### config.mk
export PLATFORM = sky130hd
export DESIGN_NAME = crack_job_dispatcher
export DESIGN_NICKNAME = d
export VERILOG_FILES = /design/src/rtl/crack_job_dispatcher.sv
export SDC_FILE = /design/constraint.sdc
export NUM_CORES = 1
export LEC_CHECK = 0
export CAP_MARGIN = 30
export CORE_AREA = 2 2 136 138
export CTS_BUF_LIST = sky130_fd_sc_hd__clkbuf_8
export DETAILED_ROUTE_END_ITERATION = 8
export DIE_AREA = 0 0 138 140
export HOLD_SLACK_MARGIN = 0.1
export MAX_ROUTING_LAYER = met4
export PLACE_DENSITY = 0.63
export SLEW_MARGIN = 20
export SYNTH_ARGS = -nofsm -noshare
export SYNTH_HDL_FRONTEND = slang
export SYNTH_SLANG_ARGS = --single-unit
### constraint.sdc
create_clock -name clk_i -period 3.25 [get_ports clk_i]
set_input_delay 0.8125 -clock clk_i [delete_from_list [all_inputs] [get_ports clk_i]]
set_output_delay 0.8125 -clock clk_i [all_outputs]
set_load 0.1 [all_outputs]
### src/rtl/crack_job_dispatcher.sv
// Splits one password-cracking job across LANES cracker lanes by digit3 range and
// reports the first lane that finds it, or that all lanes are exhausted.
module crack_job_dispatcher #(
    parameter int unsigned LANES = 4,
    parameter int unsigned LW    = (LANES > 1) ? $clog2(LANES) : 1
) (
    input  logic                 clk_i,
    input  logic                 rst_ni,
    input  logic                 pwd_valid_i,
    output logic                 pwd_ready_o,
    input  logic [31:0]          pwd_data_i,
    output logic [LANES-1:0]     lane_rst_o,
    output logic [31:0]          lane_pwd_o,
    output logic [LANES*6-1:0]   lane_from_o,
    output logic [LANES*6-1:0]   lane_to_o,
    input  logic [LANES-1:0]     lane_found_i,
    input  logic [LANES-1:0]     lane_done_i,
    output logic                 result_valid_o,
    input  logic                 result_ready_i,
    output logic                 result_found_o,
    output logic                 result_err_o,
    output logic [LW-1:0]        result_lane_o,
    output logic [31:0]          result_cycles_o
);

    localparam int unsigned NDIG = 36;
    localparam int unsigned S    = (NDIG + LANES - 1) / LANES;

    if (LANES < 1 || LANES > NDIG) begin : g_bad_lanes
        $error("crack_job_dispatcher: LANES must be in 1..36");
    end

    typedef enum logic [2:0] {IDLE, CHECK, LRST, RUN, REPORT} state_e;

    state_e             state_q, state_d;
    logic               pwd_ready_q, pwd_ready_d;
    logic [LANES-1:0]   lane_rst_q, lane_rst_d;
    logic [31:0]        pwd_q, pwd_d;
    logic               lrst_cnt_q, lrst_cnt_d;
    logic [31:0]        cnt_q, cnt_d;
    logic               res_valid_q, res_valid_d;
    logic               res_found_q, res_found_d;
    logic               res_err_q, res_err_d;
    logic [LW-1:0]      res_lane_q, res_lane_d;
    logic [31:0]        res_cycles_q, res_cycles_d;

    logic [LANES-1:0]   used;
    logic               pwd_legal;
    logic               found_any;
    logic               all_done;
    logic [LW-1:0]      found_idx;
    logic [31:0]        cnt_inc;

    // Static digit3 range per lane; lanes starting past digit 35 stay parked in reset.
    for (genvar g = 0; g < LANES; g++) begin : g_lane
        localparam int unsigned FROM   = g * S;
        localparam int unsigned TO_RAW = (g + 1) * S - 1;
        localparam int unsigned TO     = (TO_RAW > NDIG - 1) ? NDIG - 1 : TO_RAW;
        localparam bit          USED   = (FROM < NDIG);
        assign lane_from_o[6*g +: 6] = USED ? 6'(FROM) : 6'(NDIG - 1);
        assign lane_to_o[6*g +: 6]   = 6'(TO);
        assign used[g]               = USED;
    end

    always_comb begin
        pwd_legal = 1'b1;
        for (int b = 0; b < 4; b++) begin
            if (pwd_q[8*b +: 8] < 8'h30 || pwd_q[8*b +: 8] > 8'h53) pwd_legal = 1'b0;
        end
    end

    // Lowest found lane wins; unused lanes count as done and never as found.
    always_comb begin
        found_idx = '0;
        for (int i = LANES - 1; i >= 0; i--) begin
            if (lane_found_i[i] && used[i]) found_idx = LW'(i);
        end
    end

    assign found_any = |(lane_found_i & used);
    assign all_done  = &(lane_done_i | ~used);
    assign cnt_inc   = (cnt_q == 32'hFFFF_FFFF) ? cnt_q : cnt_q + 32'd1;

    always_comb begin
        state_d      = state_q;
        pwd_ready_d  = pwd_ready_q;
        lane_rst_d   = lane_rst_q;
        pwd_d        = pwd_q;
        lrst_cnt_d   = lrst_cnt_q;
        cnt_d        = cnt_q;
        res_valid_d  = res_valid_q;
        res_found_d  = res_found_q;
        res_err_d    = res_err_q;
        res_lane_d   = res_lane_q;
        res_cycles_d = res_cycles_q;
        case (state_q)
            IDLE: begin
                pwd_ready_d = 1'b1;
                lane_rst_d  = '1;
                if (pwd_valid_i && pwd_ready_q) begin
                    pwd_d       = pwd_data_i;
                    pwd_ready_d = 1'b0;
                    state_d     = CHECK;
                end
            end
            CHECK: begin
                if (!pwd_legal) begin
                    state_d      = REPORT;
                    res_valid_d  = 1'b1;
                    res_err_d    = 1'b1;
                    res_found_d  = 1'b0;
                    res_lane_d   = '0;
                    res_cycles_d = '0;
                end else begin
                    state_d    = LRST;
                    lrst_cnt_d = 1'b0;
                end
            end
            LRST: begin
                if (lrst_cnt_q) begin
                    state_d    = RUN;
                    lane_rst_d = ~used;
                    cnt_d      = '0;
                end else begin
                    lrst_cnt_d = 1'b1;
                end
            end
            RUN: begin
                cnt_d = cnt_inc;
                if (found_any || all_done) begin
                    state_d      = REPORT;
                    lane_rst_d   = '1;
                    res_valid_d  = 1'b1;
                    res_err_d    = 1'b0;
                    res_found_d  = found_any;
                    res_lane_d   = found_any ? found_idx : '0;
                    res_cycles_d = cnt_inc;
                end
            end
            REPORT: begin
                if (result_ready_i) begin
                    state_d     = IDLE;
                    res_valid_d = 1'b0;
                    pwd_ready_d = 1'b1;
                end
            end
            default: state_d = IDLE;
        endcase
    end

    always_ff @(posedge clk_i or negedge rst_ni) begin
        if (!rst_ni) begin
            state_q      <= IDLE;
            pwd_ready_q  <= 1'b0;
            lane_rst_q   <= '1;
            pwd_q        <= '0;
            lrst_cnt_q   <= 1'b0;
            cnt_q        <= '0;
            res_valid_q  <= 1'b0;
            res_found_q  <= 1'b0;
            res_err_q    <= 1'b0;
            res_lane_q   <= '0;
            res_cycles_q <= '0;
        end else begin
            state_q      <= state_d;
            pwd_ready_q  <= pwd_ready_d;
            lane_rst_q   <= lane_rst_d;
            pwd_q        <= pwd_d;
            lrst_cnt_q   <= lrst_cnt_d;
            cnt_q        <= cnt_d;
            res_valid_q  <= res_valid_d;
            res_found_q  <= res_found_d;
            res_err_q    <= res_err_d;
            res_lane_q   <= res_lane_d;
            res_cycles_q <= res_cycles_d;
        end
    end

    assign pwd_ready_o     = pwd_ready_q;
    assign lane_rst_o      = lane_rst_q;
    assign lane_pwd_o      = pwd_q;
    assign result_valid_o  = res_valid_q;
    assign result_found_o  = res_found_q;
    assign result_err_o    = res_err_q;
    assign result_lane_o   = res_lane_q;
    assign result_cycles_o = res_cycles_q;

endmodule

-- Yosys cells after proc, flatten, opt, wreduce, memory -nomap -nowiden
Cells that the tools add are included.
- register bits: 110
- input bits: 44
- output and inout port bits: 122
- logic and storage cells: 95
- add/sub/neg operators: 1
- order comparisons: 8
- equal/unequal tests: 11
- muxes and demuxes: 41
- reduce and logical (&&, ||, !) cells: 23
- operator list (kind ; number):
    $mux 32 ; 4
    $pmux 32 s2 ; 2
    $add 32x1->32 const B ; 1
    $eq 32x32->1 const B ; 1
    $gt 8x7->1 const B ; 4
    $lt 8x6->1 const B ; 4
    $mux 3 ; 5
    $pmux 3 s5 ; 1
    $mux 2 ; 7
    $mux 1 ; 13
    $ne 2x2->1 const B ; 6
    $pmux 4 s3 ; 1
    $reduce_and 4->1 ; 3
    $mux 4 ; 2
    $pmux 1 s2 ; 4
    $reduce_and 2->1 ; 4
    $reduce_bool 2->1 ; 4
    $eq 3x2->1 const B ; 2
    $reduce_and 3->1 ; 2
    $reduce_bool 3->1 ; 2
    $logic_or 1x1->1 ; 5
    $pmux 2 s2 ; 1
    $reduce_or 4->1 ; 1
    $eq 3x1->1 const B ; 1
    4 further kinds ; 4

-- Logic depth before layout (Yosys ltp)
Gate-level depths: netlist (run 1).
- depth after elaboration: 8
- depth in mapped cells: 10
- depth with buffers taken out: 7

-- Worst setup path after synthesis (run 1)
OpenSTA, ideal clock, no wires.
- path type: input -> register
- start point: input port lane_found_i[2]
- end point: register res_cycles_q[10], in the netlist result_cycles_o[10]
- setup time: 0.096 ns
- data arrival time: 2.316 ns
- required time: 3.154 ns
- path slack: 0.838 ns
- stages: 7
- path buffers: 1
- cells stage by stage: or4_1 > a41oi_1 > a21oi_1 > o21ai_2 > buf_2 > nand2_1 > o31ai_1
- longest elaborated chain between the ends: 4
- ends and longest elaborated chain (item ; RTL line ; source):
    start: declaration ; 16 ; input logic [LANES-1:0] lane_found_i,
    $reduce_or 4->1 ; 80 ; assign found_any = |(lane_found_i & used);
    $logic_or 1x1->1 ; 130 ; if (found_any || all_done) begin
    $ne 2x2->1 (no source line) ; -- ;
    $reduce_and 3->1 (no source line) ; -- ;
    end signal: assignment ; 175 ; res_cycles_q <= res_cycles_d;
    end: declaration ; 45 ; logic [31:0] res_cycles_q, res_cycles_d;
No other way between the ends.
A chain may end at the register's enable or synchronous reset.

-- Worst setup path after layout (run 1)
- start point: input port lane_found_i[2]
- end point: register res_cycles_q[22], in the netlist result_cycles_o[22]
Same word-level chain as after synthesis.

==> results.py, run 1 <==
metrics = {
    "run_status": {
        "status": "finished, final reports clean",
    },
    "synth": {
        "synthCells": 583,
        "synth_top_cell_by_area": "dfrtp_1",
        "synth_seq_cells": 107,
        "synth_top_area_share": 0.458,
        "synth_area_leaders": "dfrtp_1, buf_4, mux2_2",
        "syn_area_per_cell_um2": 9.93,
        "ys_warn_count": 0,
        "synth-edff-count": 0,
        "syn_area_um2": 5790,
        "yosysMostFrequentCell": "dfrtp_1",
        "async_flop_share": 1.00,
        "synth_common_cells": "dfrtp_1, nand2_1, buf_4",
        "yosysSeqAreaShare": 0.463,
        "ys_types": 60,
        "synth_ff_type": "dfrtp_1",
    },
    "finish": {
        "drive_above_1_share": 0.225,
        "num_antenna_cells": 0,
        "final_util": 0.392,
        "nNetsFinal": 733,
        "area_growth_pct": 20.5,
        "final.fill_count": 1810,
        "final_area_um2": 6980,
    },
    "power_and_ir_drop": {
        "switching_share": 0.548,
        "p_int_mw": 2.62,
        "p_sw_mw": 3.18,
        "p_leak_nw": 3.01,
        "clkPwrFrac": 0.132,
        "ir_drop_v": 0.000875,
        "pwr-share-seq": 0.320,
        "p_per_area_nw_per_um2": 831,
        "combPwrFrac": 0.549,
    },
    "floorplan": {
        "die_height_um": 140,
        "chipWidth_um": 138,
        "rows": 49,
        "ios": 166,
        "die-area_um2": 19300,
        "initial_core_util": 0.326,
        "core_um2": 17800,
    },
    "critical_path": {
        "critical-path-max-stage-delay_ns": 0.60,
        "r2r-end": "result_cycles_o[22]$_DFFE_PN0P_",
        "required_ns": 3.50,
        "cp-startpoint": "lane_found_i[2]",
        "arrival_ns": 2.83,
        "r2r_cells": 7,
        "rrSetupSlack_ns": 0.80,
        "reg2reg_from": "cnt_q[0]$_DFFE_PN0P_",
        "cp_cell_sequence": "clkdlybuf4s50_1 -> or4_1 -> a41oi_1 -> a21oi_1 -> o21ai_4 -> buf_12 -> o31ai_1",
        "critPathMaxFanout": 27,
        "crit_type": "in2reg",
        "cp_slowest_cell": "or4_1",
        "end_kind": "flip-flop",
        "start_kind": "input pin",
    },
    "global_route": {
        "grt_max_degree": 55,
        "grt_pass1_vias": 4417,
        "grt-ovfl-total": 0,
        "grt_usage": 0.149,
        "antenna_found_initial": 0,
        "grt_pass1_wl_um": 22800,
    },
    "clocking": {
        "cts_tree": "built",
        "worstSkewPairLatency_ns": 0.39,
        "post_cts_buffers": 0,
        "cts_buffer_depth": 2,
        "clk_pin_slew_worst_paths_ns": 0.10,
        "cts_sinks": 107,
        "ctsRootBufferMaster": "clkbuf_8",
        "cts.htree.levels": 3,
        "cts_hold_buf": 0,
        "cts.repair.resized": 0,
        "numCtsBuffers": 9,
    },
    "timing": {
        "worst_slew_pin_slew_ns": 0.710,
        "fmax_ghz": 0.388,
        "finalHoldViolCount": 0,
        "period_minus_slack_ns": 2.58,
        "slew_headroom": 0.525,
        "slew_violations": 0,
        "hold_slack_ns": 0.309,
        "fin_crit_sh": 0.793,
        "rsz0062_at_grt": "false",
        "setup_viol": 0,
        "fin_setup_tns_ns": 0,
        "finalClockSkew_ns": 0.00756,
    },
    "drt": {
        "wl_per_cell_um": 15.1,
        "vias": 4485,
        "ant_nets": 0,
        "wirelength_um": 13900,
        "drcViolationCount": 0,
        "drt_iter0_drc": 265,
        "dr.pass1.iters": 4,
        "drt-vias-per-instance": 4.86,
    },
    "place": {
        "gp_congestion": 0.874,
        "dpl.hpwl_um": 10100,
        "dpl_cell_area_um2": 6800,
        "numPortBuffers": 117,
    },
    "worst_hold_path": {
        "hold_path.class": "in2async",
    },
    "flow_run": {
        "maxCapViolCount": 0,
    },
}
## critical path, delay by kind of cell
family | cells | cell delay (ns)
buffers and inverters | 2 | 0.68
AOI/OAI and AO/OA | 4 | 0.71
and+or+nand+nor | 1 | 0.60
## through the flow
step / cells / power (mW) / setup slack (ns)
2_1_floorplan: 629 / 4.43 / 0.838
3_3_place_gp: 906 / 5.07 / 0.297
3_5_place_dp: 906 / 5.08 / 0.244
4_1_cts: 922 / 5.87 / 0.671
5_1_grt: 922 / 6.06 / 0.537
6_report: 922 / 5.80 / 0.673
## layout by cell type, fill, tap and decap left out, types with 2 or more instances in the layout
cell and count:
dfrtp_1 106, buf_4 85, nand2_1 69, o21ai_0 49
conb_1 48, clkdlybuf4s50_1 42, o31ai_1 40, mux2_2 32
a21oi_1 29, nor2_1 26, nand3_1 20, xor2_1 15
xnor2_1 11, clkbuf_8 11, a31oi_1 10, inv_1 8
and3_1 7, nand2b_1 6, nand4_1 6, nor2b_1 5
and4_1 4, or3_1 4, nor4_1 3, a41oi_1 3
and4_2 3, and3_2 3, nor3_1 3, a22o_1 3
buf_12 3, and3b_1 2, o2bb2ai_1 2, and2_1 2
a31o_2 2, a221oi_1 2, clkinv_2 2
## flip-flops by register name (all words and copies together), names as in the netlist
| name | count |
|---|---|
| cnt_q | 32 |
| lane_pwd_o | 32 |
| result_cycles_o | 32 |
| state_q | 3 |
| result_lane_o | 2 |
| lane_rst_o | 1 |
| lrst_cnt_q | 1 |
| pwd_ready_o | 1 |
| result_err_o | 1 |
| result_found_o | 1 |
| result_valid_o | 1 |
## power by group through the flow
stage	clock network (mW)	logic, mW	registers [mW]
after detailed placement	0	3.20	1.88
final	0.762	3.18	1.85
after global routing	0.848	3.30	1.91
after global placement	0	3.19	1.88
after CTS	0.809	3.20	1.86
after floorplan	0	1.01	3.41
## worst max-delay path by stage
| stage | to | slack (ns) | cells past startpoint |
|---|---|---|---|
| floorplan | result_cycles_o[10]$_DFFE_PN0P_ | 0.84 | 7 |
| global placement | result_cycles_o[21]$_DFFE_PN0P_ | 0.30 | 7 |
| detailed placement | result_cycles_o[22]$_DFFE_PN0P_ | 0.24 | 7 |
| CTS | result_cycles_o[22]$_DFFE_PN0P_ | 0.67 | 7 |
| global route | result_cycles_o[20]$_DFFE_PN0P_ | 0.54 | 8 |
| finish | result_cycles_o[22]$_DFFE_PN0P_ | 0.67 | 7 |
## cells by family after synthesis
group	synth area share
and+or+nand+nor	0.153
AOI/OAI and AO/OA	0.174
muxes	0.0640
adders and majority gates	0.00216
other	0.00130
buffers and inverters	0.104
DFF	0.463
xor gates and xnor gates	0.0393
## metal layers
metal / global-route usage / routed length, um / up-vias
li1: - / - / 2198
met1: 0.192 / 6350 / 2123
met2: 0.226 / 6350 / 147
met3: 0.0482 / 1030 / 17
met4: 0.0446 / 206 / 0
met5: - / 0 / -
## area by class of cell
| cell class | instances | area, um2 | share of cell area |
|---|---|---|---|
| Clock inverter | 5 | 21.3 | 0.00305 |
| Timing Repair Buffer | 130 | 1120 | 0.160 |
| Sequential cell | 107 | 2680 | 0.384 |
| Inverter | 5 | 18.8 | 0.00269 |
| Multi-Input combinational cell | 435 | 2700 | 0.387 |
| Clock buffer | 11 | 151 | 0.0217 |
| Tap cell | 229 | 287 | 0.0411 |
Power figures use the tool's default switching activity.
==> run 2: changes to the inputs <==
Clock period 3.25 ns to 2.6 ns, I/O delays scaled along.
==> results.py, run 2 (synthesized netlist as in run 1, its figures left out) <==
metrics = {
    "finish": {
        "final_cell_mix": "dfrtp_1, buf_4, nand2_1",
        "drive_above_1_share": 0.236,
        "num_antenna_cells": 0,
        "nNetsFinal": 741,
        "area_growth_pct": 22.1,
        "layout_commonest_cell": "dfrtp_1",
        "final_cell_count_no_fill": 929,
        "final_util": 0.398,
    },
    "clocking": {
        "cts.repair.resized": 0,
        "cts_sinks": 107,
        "cts.htree.levels": 3,
        "ctsRootBufferMaster": "clkbuf_8",
        "numCtsBuffers": 9,
        "cts_buffer_depth": 2,
        "post_cts_buffers": 0,
        "clk_pin_slew_worst_paths_ns": 0.11,
        "worstSkewPairLatency_ns": 0.39,
        "cts_hold_buf": 0,
        "cts_tree": "built",
    },
    "place": {
        "dp.cells": 914,
        "gp_congestion": 0.841,
        "dpl.hpwl_um": 10100,
        "numPortBuffers": 117,
    },
    "global_route": {
        "grt-ovfl-total": 0,
        "grt_pass1_vias": 4390,
        "grt_pass1_wl_um": 22700,
        "grt_usage": 0.149,
        "antenna_found_initial": 0,
        "grt_max_degree": 44,
    },
    "timing": {
        "finalHoldViolCount": 0,
        "rsz0062_at_grt": "false",
        "period_minus_slack_ns": 2.33,
        "slew_headroom": 0.596,
        "fin_crit_sh": 0.898,
        "finalClockSkew_ns": 0.0181,
        "fmax_ghz": 0.428,
        "worst_slew_pin_slew_ns": 0.606,
        "slew_violations": 0,
        "setup_viol": 0,
    },
    "floorplan": {
        "chipWidth_um": 138,
        "die_height_um": 140,
        "initial_core_util": 0.326,
        "die-area_um2": 19300,
        "core_um2": 17800,
        "rows": 49,
        "ios": 166,
    },
    "drt": {
        "wl_per_cell_um": 15.0,
        "vias": 4542,
        "drt_iter0_drc": 196,
        "drcViolationCount": 0,
        "drt-vias-per-instance": 4.89,
        "ant_nets": 0,
        "wirelength_um": 14000,
        "dr.pass1.iters": 4,
    },
    "critical_path": {
        "crit_type": "reg2reg",
        "critPathMaxFanout": 9,
        "arrival_ns": 2.63,
        "required_ns": 2.89,
        "start_kind": "flip-flop",
        "end_kind": "flip-flop",
    },
    "worst_hold_path": {
        "hold_path.class": "in2async",
    },
    "run_status": {
        "status": "finished, final reports clean",
    },
    "power_and_ir_drop": {
        "p_leak_nw": 3.05,
        "ir_drop_v": 0.00111,
        "p_per_area_nw_per_um2": 1040,
    },
    "flow_run": {
        "maxCapViolCount": 0,
    },
}
run 2: changes by cell type in the layout (fill, tap and decap cells not counted):
cell	before	now
buf_4	85	91
clkinvlp_4	0	2
buf_12	3	5
clkbuf_8	11	9
bufinv_16	0	1
inv_1	8	6
run 2: cell type report:
type	instances	area (um2)
clock buffers	9	124
clock inverters	6	58.8
fillers	1806	10700
inverters	5	18.8
multi-input cells	435	2700
flip-flops and latches	107	2680
well taps	229	287
repair buffers	138	1200
run 2: through the flow:
stage / hold WS [ns] / TNS (ns) / cell area [um2] / total power [mW] / setup slack (ns)
floorplan: 0.354 / 0 / 5960 / 5.54 / 0.211
global placement: 0.462 / -1.08 / 6890 / 6.37 / -0.0487
detailed placement: 0.468 / -2.84 / 6890 / 6.38 / -0.111
CTS: 0.268 / 0 / 7070 / 7.43 / 0.264
global route: 0.285 / 0 / 7070 / 7.68 / 0.0576
finish: 0.253 / 0 / 7070 / 7.35 / 0.266
run 2: where the power goes:
group / switching [mW] / internal, mW
logic: 3.06 / 0.938
clock network: 0.584 / 0.434
registers: 0.352 / 1.97
run 2: worst paths after layout:
path / slack (ns) / end / cells after the start / startpoint
min: 0.25 / result_cycles_o[24]$_DFFE_PN0P_ / 1 / rst_ni
max reg2reg: 0.27 / result_cycles_o[7]$_DFFE_PN0P_ / 6 / cnt_q[29]$_DFFE_PN0P_
max in group asynchronous: 1.71 / lane_pwd_o[29]$_DFFE_PN0P_ / 2 / rst_ni
min reg2reg: 0.48 / result_cycles_o[30]$_DFFE_PN0P_ / 2 / result_cycles_o[30]$_DFFE_PN0P_
max: 0.27 / result_cycles_o[7]$_DFFE_PN0P_ / 6 / cnt_q[29]$_DFFE_PN0P_
min in group clk_i: 0.48 / result_cycles_o[30]$_DFFE_PN0P_ / 2 / result_cycles_o[30]$_DFFE_PN0P_
run 2: worst max-delay path: stages (launching register included):
cell and delay (ns):
dfrtp_1 0.46, nand3_1 0.24, nor3_4 0.51, nand4_1 0.34, and3_1 0.33, xnor2_1 0.16, o31ai_1 0.20
run 2: layer usage:
metal,wire (um),GRT usage,vias up
met4,174,0.0430,0
met5,0,-,-
met1,6500,0.193,2153
met3,981,0.0475,14
li1,-,-,2221
met2,6320,0.225,154
==> run 3: changes to the inputs <==
Settings changed: GPL_TIMING_DRIVEN from default to 0, REMOVE_ABC_BUFFERS from default to 1.
==> results.py, run 3 (synthesized netlist as in run 1, its figures left out) <==
metrics = {
    "drt": {
        "dr.pass1.iters": 4,
        "drt-vias-per-instance": 4.85,
        "wirelength_um": 13300,
        "wl_per_cell_um": 14.4,
        "ant_nets": 0,
        "vias": 4473,
        "drt_iter0_drc": 253,
        "drcViolationCount": 0,
    },
    "global_route": {
        "grt_max_degree": 66,
        "antenna_found_initial": 0,
        "grt_pass1_wl_um": 22400,
        "grt_pass1_vias": 4409,
        "grt-ovfl-total": 0,
        "grt_usage": 0.144,
    },
    "flow_run": {
        "maxCapViolCount": 0,
    },
    "critical_path": {
        "critical-path-max-stage-delay_ns": 1.14,
        "crit_type": "reg2out",
        "end_kind": "output port",
        "start_kind": "flip-flop",
        "arrival_ns": 1.90,
        "crit_family": "buffers and inverters",
        "cp_slowest_cell": "clkdlybuf4s50_1",
        "critPathMaxFanout": 2,
        "critPathBufInv": 1,
        "required_ns": 1.95,
        "cp_cell_sequence": "clkdlybuf4s50_1",
    },
    "clocking": {
        "cts_tree": "built",
        "ctsRootBufferMaster": "clkbuf_8",
        "cts.htree.levels": 3,
        "cts_sinks": 107,
        "cts_buffer_depth": 2,
        "cts_hold_buf": 0,
        "worstSkewPairLatency_ns": 0.39,
        "clk_pin_slew_worst_paths_ns": 0.11,
        "numCtsBuffers": 9,
    },
    "timing": {
        "hold_slack_ns": 0.167,
        "finalHoldViolCount": 0,
        "setup_viol": 0,
        "fmax_ghz": 0.392,
        "slew_headroom": 0.312,
        "fin_crit_sh": 0.981,
        "slew_violations": 0,
        "rsz0062_at_grt": "false",
        "worst_slack_ns": 0.0482,
        "finalClockSkew_ns": 0.0134,
        "period_minus_slack_ns": 2.55,
        "worst_slew_pin_slew_ns": 1.03,
    },
    "place": {
        "gp_congestion": 0.850,
        "dp.cells": 902,
        "numPortBuffers": 117,
        "pre_cts_ws_ns": -0.559,
        "dpl_cell_area_um2": 6980,
        "dpl.hpwl_um": 9390,
    },
    "finish": {
        "num_antenna_cells": 0,
        "final_cell_mix": "dfrtp_1, nand2_1, clkdlybuf4s50_1",
        "final_area_um2": 7330,
        "layout_commonest_cell": "dfrtp_1",
        "drive_above_1_share": 0.128,
        "area_growth_pct": 26.6,
        "nNetsFinal": 734,
        "final_cell_count_no_fill": 923,
    },
    "floorplan": {
        "die-area_um2": 19300,
        "die_height_um": 140,
        "ios": 166,
        "initial_core_util": 0.326,
        "rows": 49,
        "chipWidth_um": 138,
        "core_um2": 17800,
    },
    "power_and_ir_drop": {
        "ir_drop_v": 0.00109,
        "report.power.total_mw": 7.43,
        "p_per_area_nw_per_um2": 1010,
        "p_leak_nw": 3.31,
    },
    "worst_hold_path": {
        "hold_path.class": "in2async",
    },
    "run_status": {
        "status": "finished, final reports clean",
    },
}
## run 3: area by class of cell
cell class                      instances  area, um2
Tap cell                              229        287
Fill cell                            1751      10400
Clock buffer                            9        124
Clock inverter                          7       91.3
Sequential cell                       107       2680
Timing Repair Buffer                  131       1390
Inverter                                5       18.8
Multi-Input combinational cell        435       2740
## run 3: where the power goes
| part | switching, mW | internal (mW) | leakage, nW |
|---|---|---|---|
| registers | 0.316 | 1.97 | 1.40 |
| clock network | 0.593 | 0.541 | 0.109 |
| logic | 3.08 | 0.926 | 1.80 |
| total | 3.99 | 3.44 | 3.31 |
## run 3: final timing paths
path / from / to / slack [ns] / depth (start not counted)
max: result_found_o$_DFFE_PN0P_ / result_found_o / 0.05 / 1
min: rst_ni / lane_pwd_o[24]$_DFFE_PN0P_ / 0.17 / 1
max reg2reg: cnt_q[0]$_DFFE_PN0P_ / result_cycles_o[19]$_DFFE_PN0P_ / 0.17 / 7
min reg2reg: result_cycles_o[5]$_DFFE_PN0P_ / result_cycles_o[5]$_DFFE_PN0P_ / 0.48 / 2
max in group asynchronous: rst_ni / cnt_q[14]$_DFFE_PN0P_ / 1.76 / 2
min in group clk_i: result_cycles_o[5]$_DFFE_PN0P_ / result_cycles_o[5]$_DFFE_PN0P_ / 0.48 / 2
## run 3: through the flow
| stage | utilization | TNS, ns |
|---|---|---|
| global placement | 0.385 | -564.24 |
| floorplan | - | -90.78 |
| detailed placement | 0.392 | -18.66 |
| CTS | 0.404 | 0 |
| global route | 0.412 | 0 |
| finish | 0.412 | 0 |
## run 3: layer usage
| metal | track usage | wire length, um |
|---|---|---|
| met5 | - | 0 |
| met4 | 0.0263 | 95 |
| met3 | 0.0550 | 937 |
| met2 | 0.219 | 6060 |
| met1 | 0.187 | 6210 |
## run 3: repair_timing
action	4_1_cts	5_1_grt
buffers inserted	2	2
pin swaps	0	1
gates resized for setup	28	24
setup endpoints to repair	55	51
